[src/rtl/hopfield_current_engine_if.sv]
// Bus bundle between the weight store / control side and the serial current engine.
// The master drives the request, the latched operands and the live weight matrix;
// the slave (the engine) returns the current vector together with its status flags.
interface hopfield_current_engine_if #(
   parameter int N  = 7,
   parameter int WW = 16,
   parameter int CW = 32,
   parameter int P  = 4
);
   logic                start;
   logic                learning_enable;
   logic [P-1:0]        pattern_input;
   logic [N-1:0]        spikes_in;
   logic [N*N*WW-1:0]   weights_flat;
   logic [N*CW-1:0]     currents_flat;
   logic                busy;
   logic                valid;

   modport master (
      output start, learning_enable, pattern_input, spikes_in, weights_flat,
      input  currents_flat, busy, valid
   );

   modport slave (
      input  start, learning_enable, pattern_input, spikes_in, weights_flat,
      output currents_flat, busy, valid
   );
endinterface

[src/rtl/hopfield_current_engine.sv]
// Time-multiplexed synaptic current engine for the spiking Hopfield network.
// One (target, source) synapse is folded into a saturating accumulator per clock,
// row-major, so a full evaluation takes N*N accumulate cycles plus one publish cycle.
// Finished rows are parked in a shadow array and all currents are published together.
module hopfield_current_engine #(
   parameter int N           = 7,
   parameter int WW          = 16,
   parameter int CW          = 32,
   parameter int P           = 4,
   parameter int SPIKE_SCALE = 256,
   parameter int EXT_CURRENT = 131072,
   parameter int ALLOW_SELF  = 0
) (
   input logic                       clk_i,
   input logic                       reset_n_i,
   hopfield_current_engine_if.slave  bus
);

   typedef enum logic [1:0] {
      IDLE = 2'd0,
      ACC  = 2'd1,
      DONE = 2'd2
   } state_e;

   localparam int IW = (N > 1) ? $clog2(N) : 1;
   localparam int SW = (N > 1) ? $clog2(N * N) : 1;
   localparam logic [IW-1:0]        LAST_IDX = IW'(N - 1);
   localparam logic signed [CW-1:0] MAX_CUR  = {1'b0, {(CW-1){1'b1}}};
   localparam logic signed [CW-1:0] MIN_CUR  = {1'b1, {(CW-1){1'b0}}};
   localparam logic signed [CW-1:0] SCALE_CW = CW'(SPIKE_SCALE);
   localparam logic signed [CW-1:0] EXT_CW   = CW'(EXT_CURRENT);

   state_e               state_q, state_d;
   logic [IW-1:0]        rowIdx_q, colIdx_q;
   logic signed [CW-1:0] acc_q;
   logic signed [CW-1:0] shadow_q [N];
   logic [N*CW-1:0]      currents_q;
   logic                 valid_q;
   logic [N-1:0]         spikesLat_q;
   logic [P-1:0]         patternLat_q;
   logic                 learnLat_q;

   logic                 accepting;
   logic                 accumulating;
   logic                 loadOutputs;
   logic                 lastCol;
   logic                 lastSynapse;
   logic [SW-1:0]        flatIdx;
   logic [WW-1:0]        wMat [N*N];
   logic signed [CW-1:0] weightExt;
   logic signed [CW-1:0] synTerm;
   logic signed [CW-1:0] accSyn;
   logic signed [CW-1:0] accFinal;
   logic [N-1:0]         patternExt;
   logic                 selfSkip;
   logic                 injectExt;

   // Adds in CW+1 bits and pins the result to the representable range on overflow.
   function automatic logic signed [CW-1:0] satAdd(input logic signed [CW-1:0] a,
                                                   input logic signed [CW-1:0] b);
      logic signed [CW:0] sum;
      sum = {a[CW-1], a} + {b[CW-1], b};
      if (sum[CW] != sum[CW-1]) begin
         return sum[CW] ? MIN_CUR : MAX_CUR;
      end
      return sum[CW-1:0];
   endfunction

   // Unpack the flat weight bus into an indexable matrix view.
   for (genvar k = 0; k < N * N; k++) begin : g_wmat
      assign wMat[k] = bus.weights_flat[k*WW +: WW];
   end

   // State register; reset abandons any run in progress.
   always_ff @(posedge clk_i) begin
      if (!reset_n_i) begin
         state_q <= IDLE;
      end else begin
         state_q <= state_d;
      end
   end

   // Next-state logic: a start is only honoured while idle, later starts are dropped.
   always_comb begin
      state_d = state_q;
      case (state_q)
         IDLE:    if (bus.start) state_d = ACC;
         ACC:     if (lastSynapse) state_d = DONE;
         DONE:    state_d = IDLE;
         default: state_d = IDLE;
      endcase
   end

   // Output decode of the current state.
   always_comb begin
      accepting    = 1'b0;
      accumulating = 1'b0;
      loadOutputs  = 1'b0;
      case (state_q)
         IDLE:    accepting    = bus.start;
         ACC:     accumulating = 1'b1;
         DONE:    loadOutputs  = 1'b1;
         default: ;
      endcase
   end

   // Synapse term for the current (row, col) pair, plus the end-of-row pattern injection.
   always_comb begin
      lastCol     = (colIdx_q == LAST_IDX);
      lastSynapse = lastCol && (rowIdx_q == LAST_IDX);
      flatIdx     = SW'(int'(rowIdx_q) * N + int'(colIdx_q));
      weightExt   = CW'($signed(wMat[flatIdx]));
      selfSkip    = (ALLOW_SELF == 0) && (rowIdx_q == colIdx_q);
      synTerm     = (spikesLat_q[colIdx_q] && !selfSkip) ? (weightExt * SCALE_CW) : '0;
      accSyn      = satAdd(acc_q, synTerm);
      patternExt  = N'(patternLat_q);
      injectExt   = learnLat_q && patternExt[rowIdx_q];
      accFinal    = (lastCol && injectExt) ? satAdd(accSyn, EXT_CW) : accSyn;
   end

   // Operand latching, row/column walk, accumulator and per-row shadow write-back.
   always_ff @(posedge clk_i) begin
      if (!reset_n_i) begin
         acc_q        <= '0;
         rowIdx_q     <= '0;
         colIdx_q     <= '0;
         spikesLat_q  <= '0;
         patternLat_q <= '0;
         learnLat_q   <= 1'b0;
         for (int k = 0; k < N; k++) begin
            shadow_q[k] <= '0;
         end
      end else if (accepting) begin
         spikesLat_q  <= bus.spikes_in;
         patternLat_q <= bus.pattern_input;
         learnLat_q   <= bus.learning_enable;
         rowIdx_q     <= '0;
         colIdx_q     <= '0;
         acc_q        <= '0;
      end else if (accumulating) begin
         if (lastCol) begin
            shadow_q[rowIdx_q] <= accFinal;
            acc_q              <= '0;
            colIdx_q           <= '0;
            rowIdx_q           <= (rowIdx_q == LAST_IDX) ? '0 : rowIdx_q + 1'b1;
         end else begin
            acc_q    <= accSyn;
            colIdx_q <= colIdx_q + 1'b1;
         end
      end
   end

   // Publish all shadow currents on one edge and pulse valid alongside them.
   always_ff @(posedge clk_i) begin
      if (!reset_n_i) begin
         currents_q <= '0;
         valid_q    <= 1'b0;
      end else begin
         valid_q <= loadOutputs;
         if (loadOutputs) begin
            for (int k = 0; k < N; k++) begin
               currents_q[k*CW +: CW] <= shadow_q[k];
            end
         end
      end
   end

   assign bus.currents_flat = currents_q;
   assign bus.valid         = valid_q;
   assign bus.busy          = accumulating;

endmodule
[src/flat_wrapper.sv]
// flat-port wrapper written by rule: the top's interface ports become plain ports
module hopfield_current_engine_flat 
#(
   parameter int N           = 7,
   parameter int WW          = 16,
   parameter int CW          = 32,
   parameter int P           = 4,
   parameter int SPIKE_SCALE = 256,
   parameter int EXT_CURRENT = 131072,
   parameter int ALLOW_SELF  = 0
)
  (clk_i, reset_n_i, bus_start, bus_learning_enable, bus_pattern_input, bus_spikes_in, bus_weights_flat, bus_currents_flat, bus_busy, bus_valid);
  hopfield_current_engine_if #(.N(N), .WW(WW), .CW(CW), .P(P)) bus_i ();
  input logic clk_i;
  input logic reset_n_i;
  input wire logic [$bits(bus_i.start)-1:0] bus_start;
  input wire logic [$bits(bus_i.learning_enable)-1:0] bus_learning_enable;
  input wire logic [$bits(bus_i.pattern_input)-1:0] bus_pattern_input;
  input wire logic [$bits(bus_i.spikes_in)-1:0] bus_spikes_in;
  input wire logic [$bits(bus_i.weights_flat)-1:0] bus_weights_flat;
  output wire logic [$bits(bus_i.currents_flat)-1:0] bus_currents_flat;
  output wire logic [$bits(bus_i.busy)-1:0] bus_busy;
  output wire logic [$bits(bus_i.valid)-1:0] bus_valid;
  assign bus_i.start = bus_start;
  assign bus_i.learning_enable = bus_learning_enable;
  assign bus_i.pattern_input = bus_pattern_input;
  assign bus_i.spikes_in = bus_spikes_in;
  assign bus_i.weights_flat = bus_weights_flat;
  assign bus_currents_flat = bus_i.currents_flat;
  assign bus_busy = bus_i.busy;
  assign bus_valid = bus_i.valid;
  hopfield_current_engine #(.N(N), .WW(WW), .CW(CW), .P(P), .SPIKE_SCALE(SPIKE_SCALE), .EXT_CURRENT(EXT_CURRENT), .ALLOW_SELF(ALLOW_SELF)) u_core (.clk_i(clk_i), .reset_n_i(reset_n_i), .bus(bus_i));
endmodule
[config.mk]
export PLATFORM = sky130hd
export DESIGN_NAME = hopfield_current_engine_flat
export DESIGN_NICKNAME = d
export VERILOG_FILES = /design/src/rtl/hopfield_current_engine_if.sv /design/src/rtl/hopfield_current_engine.sv /design/src/flat_wrapper.sv
export SDC_FILE = /design/constraint.sdc
export NUM_CORES = 1
export LEC_CHECK = 0
export CORE_AREA = 2 2 396 398
export CTS_CLUSTER_DIAMETER = 30
export DETAILED_ROUTE_END_ITERATION = 16
export DIE_AREA = 0 0 398 400
export GPL_ROUTABILITY_DRIVEN = 0
export PLACE_DENSITY = 0.43
export SLEW_MARGIN = 20
export SYNTH_ARGS = -nofsm -noshare
export SYNTH_HDL_FRONTEND = slang
export SYNTH_SLANG_ARGS = --single-unit
[constraint.sdc]
create_clock -name clk_i -period 12.1 [get_ports clk_i]
set_input_delay 1.815 -clock clk_i [delete_from_list [all_inputs] [get_ports clk_i]]
set_output_delay 1.815 -clock clk_i [all_outputs]
set_load 0.005 [all_outputs]
Word level (Yosys, flattened, before mapping):

Memories as Yosys holds them, arrays and structs flattened. A register that Yosys moved wholly into a read port is not among the register bits.
Index checks and enable logic that the tools add are counted.

* flip-flop bits (word level): 53
* bits in writable memories: 224
* output and inout bits: 226
* logic and storage cells: 81
* memories kept: 1

* $add $sub $neg: 5
* multipliers: 1
* magnitude comparators: 3
* equal/unequal tests: 9
* multiplexer cells: 35
* bitwise operators: 2
* reductions and logical operators: 17

Memories
* u_core.shadow_q: words 7, bits a word 32, read ports 7, clocked after memory_dff 7, write ports 7, line hopfield_current_engine.sv:36 `logic signed [CW-1:0] shadow_q [N];`

Operators by type and width (number)
* $mux W32: 10
* $bmux W16 S6: 1
* $add A32 B19 Y33 const B: 1
* $add A32 B32 Y33: 1
* $mux W16: 2
* $reduce_or A32 Y1: 1
* $mux W1: 14
* $mux W3: 3
* $logic_not A1 Y1: 8
* $lt A3 B4 Y1 const B: 2
* $ge A7 B7 Y1 const B: 1
* $not A6 Y7: 1
* $add A3 B1 Y3 const B: 2
* $add A6 B4 Y6: 1
* $bmux W1 S3: 2
* $eq A3 B3 Y1 const B: 2
* $mul A3 B3 Y6 const B: 1
* $logic_and A1 B1 Y1: 4
* $mux W2: 2
* $pmux W2 S2: 1
* $reduce_and A2 Y1: 2
* $eq A3 B3 Y1: 1
* $eq A2 B1 Y1 const B: 1
* $eq A2 B2 Y1 const B: 1
* other kinds (6): 7

Depth between registers and ports, before layout:

Gate-level depths: netlist of run 1.

* depth after elaboration: 17
* gate-level depth with buffers: 35

Least setup slack after synthesis of run 1:

OpenSTA, ideal clock, no wires.

* path kind: register to register
* start: reg u_core.rowIdx_q[0]
* end: mem u_core.shadow_q[1][17], data pin
* setup time: 0.203 ns
* data arrival time: 8.504 ns
* data required time: 11.897 ns
* slack: 3.393 ns
* stages on the path, launching flop included: 33
* buffers on the path: 4
* cells stage by stage: dfxtp_1 > clkbuf_1 > inv_1 > ha_1 > inv_1 > ha_1 > ha_1 > fa_1 > xor2_1 > buf_4 > clkbuf_1 > mux4_2 > a211oi_1 > a311oi_1 > ha_1 > fa_1 > a211oi_1 > o21ai_0 > a21oi_1 > o21ai_1 > nor4_1 > o31ai_4 > nand3_1 > nand2_2 > buf_2 > nor2_1 > nor2_1 > ha_1 > and4_1 > a21o_2 > a2111oi_4 > nor3_2 > a2111oi_1

RTL lines
* start, declared: line hopfield_current_engine.sv:34 `logic [IW-1:0] rowIdx_q, colIdx_q;`
* start signal, assigned: line hopfield_current_engine.sv:145 `rowIdx_q <= (rowIdx_q == LAST_IDX) ? '0 : rowIdx_q + 1'b1;`
* end, declared: line hopfield_current_engine.sv:36

==> results of run 1 <==
[Yosys cell counts (4+ instances only)]
cell	number	share of area [%]
a211oi_1	33	0.92
a21boi_0	236	6.6
a21o_1	11	0.31
a21oi_1	267	5.0
a22oi_1	11	0.31
a311oi_1	13	0.42
a31oi_1	6	0.14
and2_1	8	0.19
and3_1	25	0.58
and4_1	4	0.13
buf_1	24	0.33
buf_2	33	0.61
clkbuf_1	151	2.1
dfxtp_1	309	23
edfxtp_1	192	21
fa_1	5	0.37
ha_1	30	1.4
inv_1	19	0.26
mux2i_1	16	0.59
mux4_2	239	20
nand2_1	540	7.5
nand2b_1	4	0.093
nand3_1	22	0.41
nand4_1	4	0.093
nor2_1	89	1.2
nor2b_1	5	0.12
nor3_1	18	0.33
nor4_1	17	0.39
o211ai_1	7	0.19
o21a_1	8	0.22
o21ai_0	29	0.54
o21ai_1	7	0.13
o21bai_1	4	0.11
xnor2_1	19	0.62
xor2_1	12	0.39
[cells by family (layout without fill, tap and decap cells)]
logic type               count (synthesis)  after routing  share of synthesized area [%]
XOR/XNOR                                33             33                           1.15
other                                    0             26                              0
buffers and inverters                  235           1279                           3.59
flip-flops                             501            501                           44.3
multiplexers                           255            255                           20.6
AND/OR/NAND/NOR                        762            762                           12.0
AO/OA/AOI/OAI                          671            671                           16.5
adder cells (fa/ha/maj)                 38             38                           1.87
[critical path, delay by kind of cell, from the launching register on]
kind	cells	cell delay [ps]
multiplexers	2	840
XOR/XNOR	1	300
AO/OA/AOI/OAI	11	3140
AND/OR/NAND/NOR	6	2490
flip-flops	1	640
buffers and inverters	3	730
adder cells (fa/ha/maj)	6	2170
[power by group]
part	total (mW)	switching, mW	internal, mW
logic	0.593	0.236	0.357
clock network	3.01	0.998	2.01
registers	1.79	0.0117	1.78
[worst paths after layout]
path	from	to	slack [ps]	depth (start not counted)
max	u_core.rowIdx_q[0]	u_core.shadow_q[1][26]	1570	29
min	u_core.shadow_q[6][24]	u_core.bus.currents_flat[216]	460	2
max reg2reg	u_core.rowIdx_q[0]	u_core.shadow_q[1][26]	1570	29
min reg2reg	u_core.shadow_q[6][24]	u_core.bus.currents_flat[216]	460	2
[per-layer routing]
layer | up-vias | GRT usage (%)
met4 | 50 | 4.16
met2 | 1279 | 40.7
met1 | 12800 | 27.0
met3 | 301 | 5.65
li1 | 11300 | -
met5 | - | 0
[state kept, by name (all words and copies together) (netlist names)]
| register | flops |
|---|---|
| u_core.colIdx_q | 3 |
| u_core.shadow_q | 224 |
| u_core.state_q | 2 |
| u_core.patternLat_q | 4 |
| u_core.rowIdx_q | 3 |
| u_core.acc_q | 32 |
| u_core.learnLat_q | 1 |
| u_core.bus.currents_flat | 224 |
| u_core.bus.valid | 1 |
| u_core.spikesLat_q | 7 |
[cell type report]
| class | count | area (um^2) | share of cell area [%] |
|---|---|---|---|
| multi-input combinational | 1759 | 14400 | 33.2 |
| sequential | 501 | 12000 | 27.5 |
| timing repair buffer | 1061 | 10600 | 24.5 |
| clock buffer | 133 | 2920 | 6.73 |
| tap | 2058 | 2570 | 5.93 |
| clock inverter | 64 | 790 | 1.82 |
| inverter | 21 | 81.3 | 0.187 |
| antenna | 26 | 65.1 | 0.150 |
==> flow_summary.ini, run 1 <==
[run_status]
status = complete, no violations

[cells_and_area]
fin_util_pct = 28.0
nFillCells = 16300
drive_gt1_share_pct = 14.9
nNetsFinal = 4282
stdcell_area_mm2 = 0.0434
final_cell_mix = clkdlybuf4s50_1 (1,023), nand2_1 (533), dfxtp_1 (309)
fin_cells = 5623
area_delta_synth_final_pct = 61.0
layout_commonest_cell = clkdlybuf4s50_1

[placed_design]
numPortBuffers = 1024
post_dp_cell_area_mm2 = 0.0396
dp_cells = 5400
dp_hpwl_um = 153000
pre_cts_ws_ps = 1710

[drt]
first_pass_iters = 5
dr_wl_met3_um = 15200
dr_wl_met2_um = 94400
drtIter0Drc = 2564
routed_wl_um = 187000
postRouteAntennaNets = 0
wl_met1_um = 72800
top_layer_used = met5
num_vias = 25700
drc = 0
viasPerCell = 4.57
wl_per_cell_um = 33.2

[critical_path]
crit_arrival_ps = 10990
critical_path.max_fanout = 33
crit_slowest_cell = nor4_1
end_kind = register
slowest_delay_ps = 830
worstPathRequired_ps = 12570
cp_common_cell = ha_1
start_kind = register
path_class = register to register

[yosys]
syn-cell-area_mm2 = 0.0270
syn_avg_cell_area_um2 = 10.8
syn_inst = 2495
ys_seq_elements = 501
synth_edf_count = 192
synth_nets = 3329
ys_warn_count = 0
ys_seq_area_share_pct = 44.3
async_flop_share_pct = 0
synth_flop_cell = dfxtp_1
ys_types = 85

[cts]
cts_hold_buf = 0
cts_made_buffers = 104
clock_latency_ps = 670
cts_resized = 0
root_buffer = clkbuf_16
ctsLongestPathBuffers = 3
cts_max_level = 3
cts_tree = yes
clock-sinks = 501
clk_pin_slew_ps = 50
post_cts_buffers = 0

[sta]
rsz0062_at_grt = false
fin_worst_skew_ps = 32.3
relSlewSlack_pct = 24.8
finalSetupViolations = 0
period_share_pct = 87.0
tns_ps = 0
fmax_ghz = 0.0950
hold_slack_ps = 456
fin_ws_ps = 1570
drv_slew = 0
min_period_ps = 10530
hold_viol = 0
tightest_slew_ps = 1130

[floorplan]
start_util_pct = 17.4
die_w_um = 398
pin_count = 1025
fp.dieH_um = 400
die_area_mm2 = 0.159
num_rows = 145
core_area_mm2 = 0.155

[pwr]
p_per_area_mw_per_mm2 = 124
irDropWorstVdd_mv = 0.108
finalPower_mw = 5.39
p_leak_nw = 14.1

[grt]
grt_max_degree = 180
antenna_found_initial = 150
grt_overflow = 0
grt_pass1_vias = 25600
grt_usage_pct = 22.5
grt_pass1_wl_um = 239000

[job]
max_cap_viol_count = 0

[hold_path]
min_path_type = register to register
Note: power is estimated with default switching activity, not from simulation.
==> run 2: changes to the inputs <==
--- a/config.mk
+++ b/config.mk
@@ -16,2 +16,3 @@
 export SYNTH_HDL_FRONTEND = slang
 export SYNTH_SLANG_ARGS = --single-unit
+export TNS_END_PERCENT = 100
==> constraint.sdc (replaced) <==
create_clock -name clk_i -period 12.1 [get_ports clk_i]
set_input_delay 3.63 -clock clk_i [delete_from_list [all_inputs] [get_ports clk_i]]
set_output_delay 3.63 -clock clk_i [all_outputs]
set_load 0.005 [all_outputs]
==> run 2 against run 1 <==
Effect of this change: largest cell class unchanged; cell count increased by 0.66%; final area increased by 0.47%; fmax increased by 0.16%; clock-buffer cell count increased by 1; first-iteration DRC count decreased by 7.4%; clock power decreased by 4%; sequential cell count unchanged; worst hold slack improved by 6.8 ps; core utilization increased by 0.13 points; worst setup slack improved by 17 ps.
==> flow_summary.ini, run 2 (synthesis results as in run 1) <==
[pwr]
irDropWorstVdd_mv = 0.101
p_per_area_mw_per_mm2 = 121
p_leak_nw = 14.2

[floorplan]
fp.dieH_um = 400
core_area_mm2 = 0.155
num_rows = 145
die_w_um = 398
die_area_mm2 = 0.159
pin_count = 1025
start_util_pct = 17.4

[hold_path]
min_path_type = register to register

[critical_path]
worstReg2RegEnd = u_core.shadow_q[3][2]
rr_worst_depth = 29
start_kind = primary input
crit-reg2reg-launch = u_core.rowIdx_q[0]
end_kind = register
endpoint = u_core.shadow_q[3][2]
worstPathRequired_ps = 12490
critical_path.max_fanout = 46
path_class = primary input to register
regToRegSetupSlack_ps = 1970
crit_start = bus_weights_flat[711]
crit_arrival_ps = 10900

[grt]
antenna_found_initial = 147
grt_max_degree = 187
grt_overflow = 0
grt_pass1_wl_um = 237000
grt_pass1_vias = 25300
grt_usage_pct = 22.4

[cells_and_area]
drive_gt1_share_pct = 15.9
nNetsFinal = 4317
area_delta_synth_final_pct = 61.7
fin_cells = 5660
seqCellArea_mm2 = 0.0120
final_cell_mix = clkdlybuf4s50_1 (1,023), nand2_1 (533), dfxtp_1 (309)
stdcell_area_mm2 = 0.0436
layout_commonest_cell = clkdlybuf4s50_1
nFillCells = 16300
multi_input_area_mm2 = 0.0144

[placed_design]
dp_cells = 5437
post_dp_cell_area_mm2 = 0.0399
numPortBuffers = 1024
dp_hpwl_um = 150000

[sta]
rsz0062_at_grt = false
min_period_ps = 10510
relSlewSlack_pct = 20.8
drv_slew = 0
finalSetupViolations = 0
fmax_ghz = 0.0952
hold_viol = 0
tightest_slew_ps = 1190
period_share_pct = 86.8
fin_worst_skew_ps = 52.7
tns_ps = 0

[cts]
clock_latency_ps = 700
clk_pin_slew_ps = 50
post_cts_buffers = 0
cts_tree = yes
ctsLongestPathBuffers = 3
cts_hold_buf = 0
clock-sinks = 501
cts_resized = 0
cts_made_buffers = 102
cts_max_level = 3
root_buffer = clkbuf_16

[drt]
first_pass_iters = 5
drc = 0
routed_wl_um = 185000
drtIter0Drc = 2373
viasPerCell = 4.54
wl_per_cell_um = 32.7
postRouteAntennaNets = 0
num_vias = 25700

[run_status]
status = complete, no violations

[job]
max_cap_viol_count = 0
## run 2: cell count changes in the layout (fill, tap and decap cells not counted), sizes merged
cell      change
clkbuf        +1
clkinvlp      +4
clkinv        -2
buf          +37
bufinv        -7
diode         +3
inv           +1
## run 2: final cells by class
type,instances,share of cell area [%]
clock buffers,134,6.66
well taps,2058,5.91
diodes,29,0.166
multi-input cells,1759,33.0
inverters,21,0.187
flip-flops and latches,501,27.4
clock inverters,60,1.55
repair buffers,1098,25.1
## run 2: routing by layer
layer  share of wire, %  vias to the layer above  GRT usage, %
li1                   -                    11300             -
met1                 39                    12700          26.6
met2                 50                     1258          39.1
met3                8.6                      313          6.45
met4                2.7                       58          6.45
met5               0.19                        -             0
## run 2: where the power goes
| part | switching, mW | total, mW | internal [mW] |
|---|---|---|---|
| logic | 0.235 | 0.594 | 0.359 |
| registers | 0.0108 | 1.79 | 1.78 |
| clock network | 1.03 | 2.88 | 1.86 |
| total | 1.27 | 5.26 | 3.99 |
## run 2: through the flow
stage / total power [mW] / setup slack [ps] / hold WS [ps] / utilization (%)
global route: 5.42 / 1240 / 479 / 28.1
CTS: 5.33 / 1330 / 463 / 28.1
finish: 5.26 / 1590 / 462 / 28.1
detailed placement: 2.43 / 612 / 456 / 25.8
global placement: 2.43 / 800 / 455 / 25.7
floorplan: 2.01 / 2530 / 436 / -
## run 2: critical path: stages
cell and delay [ps]:
clkdlybuf4s50_1 480, mux4_2 630, mux4_2 510, mux2i_1 350, a211oi_1 170, ha_1 400, a21o_1 230, nand2_1 70
o21ai_0 150, o21ai_0 400, a311oi_1 220, a211oi_4 730, nor2_1 210, a22o_1 370, nor2_1 250, ha_1 350
and4_1 380, a21o_2 230, a211oi_1 130, o21bai_4 500, buf_12 290, a21oi_1 120
## run 2: worst min-delay path by stage
stage                                  startpoint  cells past startpoint  slack (ps)                       endpoint
finish               u_core.bus.currents_flat[45]                      2         460   u_core.bus.currents_flat[45]
global route        u_core.bus.currents_flat[116]                      2         480  u_core.bus.currents_flat[116]
CTS                              u_core.acc_q[22]                      2         460               u_core.acc_q[22]
detailed placement               u_core.acc_q[22]                      2         460               u_core.acc_q[22]
global placement     u_core.bus.currents_flat[67]                      2         460   u_core.bus.currents_flat[67]
floorplan                        u_core.acc_q[21]                      2         440               u_core.acc_q[21]
==> run 3: changes to the inputs <==
CAP_MARGIN = 30   (was default)
REMOVE_ABC_BUFFERS = 1   (was default)
==> run 3 against run 2 <==
Effect of this change: sequential power hardly changed; wire length shrank 13%; clock skew is 22 ps higher; critical path type unchanged; largest cell class unchanged; largest power group unchanged; highest routed layer unchanged.
==> flow_summary.ini, run 3 (synthesis results as in run 1) <==
[run_status]
status = complete, no violations

[critical_path]
worstPathRequired_ps = 12460
crit_start = bus_weights_flat[755]
rr_worst_depth = 32
critical_path.max_fanout = 80
end_kind = register
endpoint = u_core.shadow_q[4][20]
worstReg2RegEnd = u_core.shadow_q[4][20]
regToRegSetupSlack_ps = 1650
crit_arrival_ps = 11140
start_kind = primary input
crit-reg2reg-launch = u_core.rowIdx_q[0]
path_class = primary input to register

[sta]
fmax_ghz = 0.0928
min_period_ps = 10770
rsz0062_at_grt = false
finalSetupViolations = 0
period_share_pct = 89.0
hold_viol = 0
tightest_slew_ps = 1080
fin_worst_skew_ps = 74.9
drv_slew = 0
relSlewSlack_pct = 27.9

[pwr]
irDropWorstVdd_mv = 0.122
p_per_area_mw_per_mm2 = 129
p_leak_nw = 14.4

[cts]
cts_made_buffers = 115
clock-sinks = 501
clock_latency_ps = 730
post_cts_buffers = 0
cts_resized = 0
cts_tree = yes
clk_pin_slew_ps = 50
cts_max_level = 3
ctsLongestPathBuffers = 3
root_buffer = clkbuf_16
cts_hold_buf = 0

[floorplan]
die_w_um = 398
fp.dieH_um = 400
num_rows = 145
pin_count = 1025
core_area_mm2 = 0.155
die_area_mm2 = 0.159
start_util_pct = 17.4

[hold_path]
min_path_type = register to register

[grt]
grt_pass1_wl_um = 213000
grt_usage_pct = 19.4
antenna_found_initial = 88
grt_overflow = 0
grt_max_degree = 191
grt_pass1_vias = 25500

[job]
max_cap_viol_count = 0

[drt]
postRouteAntennaNets = 0
drtIter0Drc = 1866
num_vias = 25300
wl_per_cell_um = 28.4
viasPerCell = 4.46
routed_wl_um = 161000
drc = 0
first_pass_iters = 5

[cells_and_area]
nNetsFinal = 4323
nFillCells = 16300
fin_util_pct = 28.3
drive_gt1_share_pct = 15.8
area_delta_synth_final_pct = 62.9
final_cell_mix = clkdlybuf4s50_1 (1,023), nand2_1 (532), dfxtp_1 (309)
fin_cells = 5666
layout_commonest_cell = clkdlybuf4s50_1

[placed_design]
dp_hpwl_um = 129000
numPortBuffers = 1024
dp_cells = 5426
==> run 3: cell count changes in the layout (fill, tap and decap cells not counted), sizes merged <==
cell | previous run | this run
clkbuf | 135 | 139
clkinvlp | 13 | 19
bufinv | 7 | 14
inv | 32 | 37
diode | 29 | 16
clkinv | 29 | 34
buf | 74 | 66
==> run 3: stage by stage <==
step / power [mW] / worst slack [ps] / hold WS, ps / TNS (ps) / area (um^2)
final: 5.65 / 1330 / 459 / 0 / 43900
after global routing: 5.81 / 786 / 474 / 0 / 43900
after CTS: 5.71 / 1360 / 462 / 0 / 43800
after detailed placement: 2.40 / 639 / 455 / 0 / 39700
after global placement: 2.40 / 681 / 453 / 0 / 39600
after floorplan: 2.02 / -6880 / 436 / -1188150 / 26100
==> run 3: worst min path at each step <==
stage / startpoint / to / slack, ps / cells past startpoint
2_1_floorplan: u_core.acc_q[21] / u_core.acc_q[21] / 440 / 2
3_3_place_gp: u_core.bus.currents_flat[175] / u_core.bus.currents_flat[175] / 450 / 2
3_5_place_dp: u_core.bus.currents_flat[106] / u_core.bus.currents_flat[106] / 460 / 2
4_1_cts: u_core.bus.currents_flat[106] / u_core.bus.currents_flat[106] / 460 / 2
5_1_grt: u_core.bus.currents_flat[106] / u_core.bus.currents_flat[106] / 470 / 2
6_report: u_core.shadow_q[6][26] / u_core.bus.currents_flat[218] / 460 / 2
==> run 3: final cells by class <==
| class | instances | area (um^2) | area share [%] |
|---|---|---|---|
| clock inverters | 83 | 1030 | 2.35 |
| diodes | 16 | 40.0 | 0.0912 |
| flip-flops and latches | 501 | 12000 | 27.2 |
| clock buffers | 137 | 3130 | 7.12 |
| well taps | 2058 | 2570 | 5.86 |
| inverters | 21 | 81.3 | 0.185 |
| repair buffers | 1091 | 10900 | 24.8 |
| multi-input cells | 1759 | 14200 | 32.4 |
==> run 3: layer usage <==
layer,track usage (%),up-vias,part of all wire [%]
met5,0,-,0.19
li1,-,11400,-
met4,3.24,46,1.4
met2,32.5,1049,48
met3,4.76,195,7.6
met1,25.5,12600,43
==> run 3: report_power, final <==
group	switching (mW)	internal, mW
logic	0.214	0.359
clock network	1.12	2.17
registers	0.0114	1.78
total	1.35	4.30
==> run 3: worst max-delay path: stages <==
cell and delay, ps:
clkdlybuf4s50_1 440, mux4_2 620, mux4_2 490, mux2i_1 320
a211oi_1 200, ha_1 390, o21ai_0 120, o21ai_0 450
a21oi_1 240, o21ai_1 650, nor4_1 90, buf_4 190
o31ai_4 340, nand3_1 210, nand2_2 300, nor2_1 90
nor2_1 150, ha_1 310, and4_1 340, a21o_2 230
a211oi_1 130, o21bai_4 250, buf_4 660, a21oi_1 150
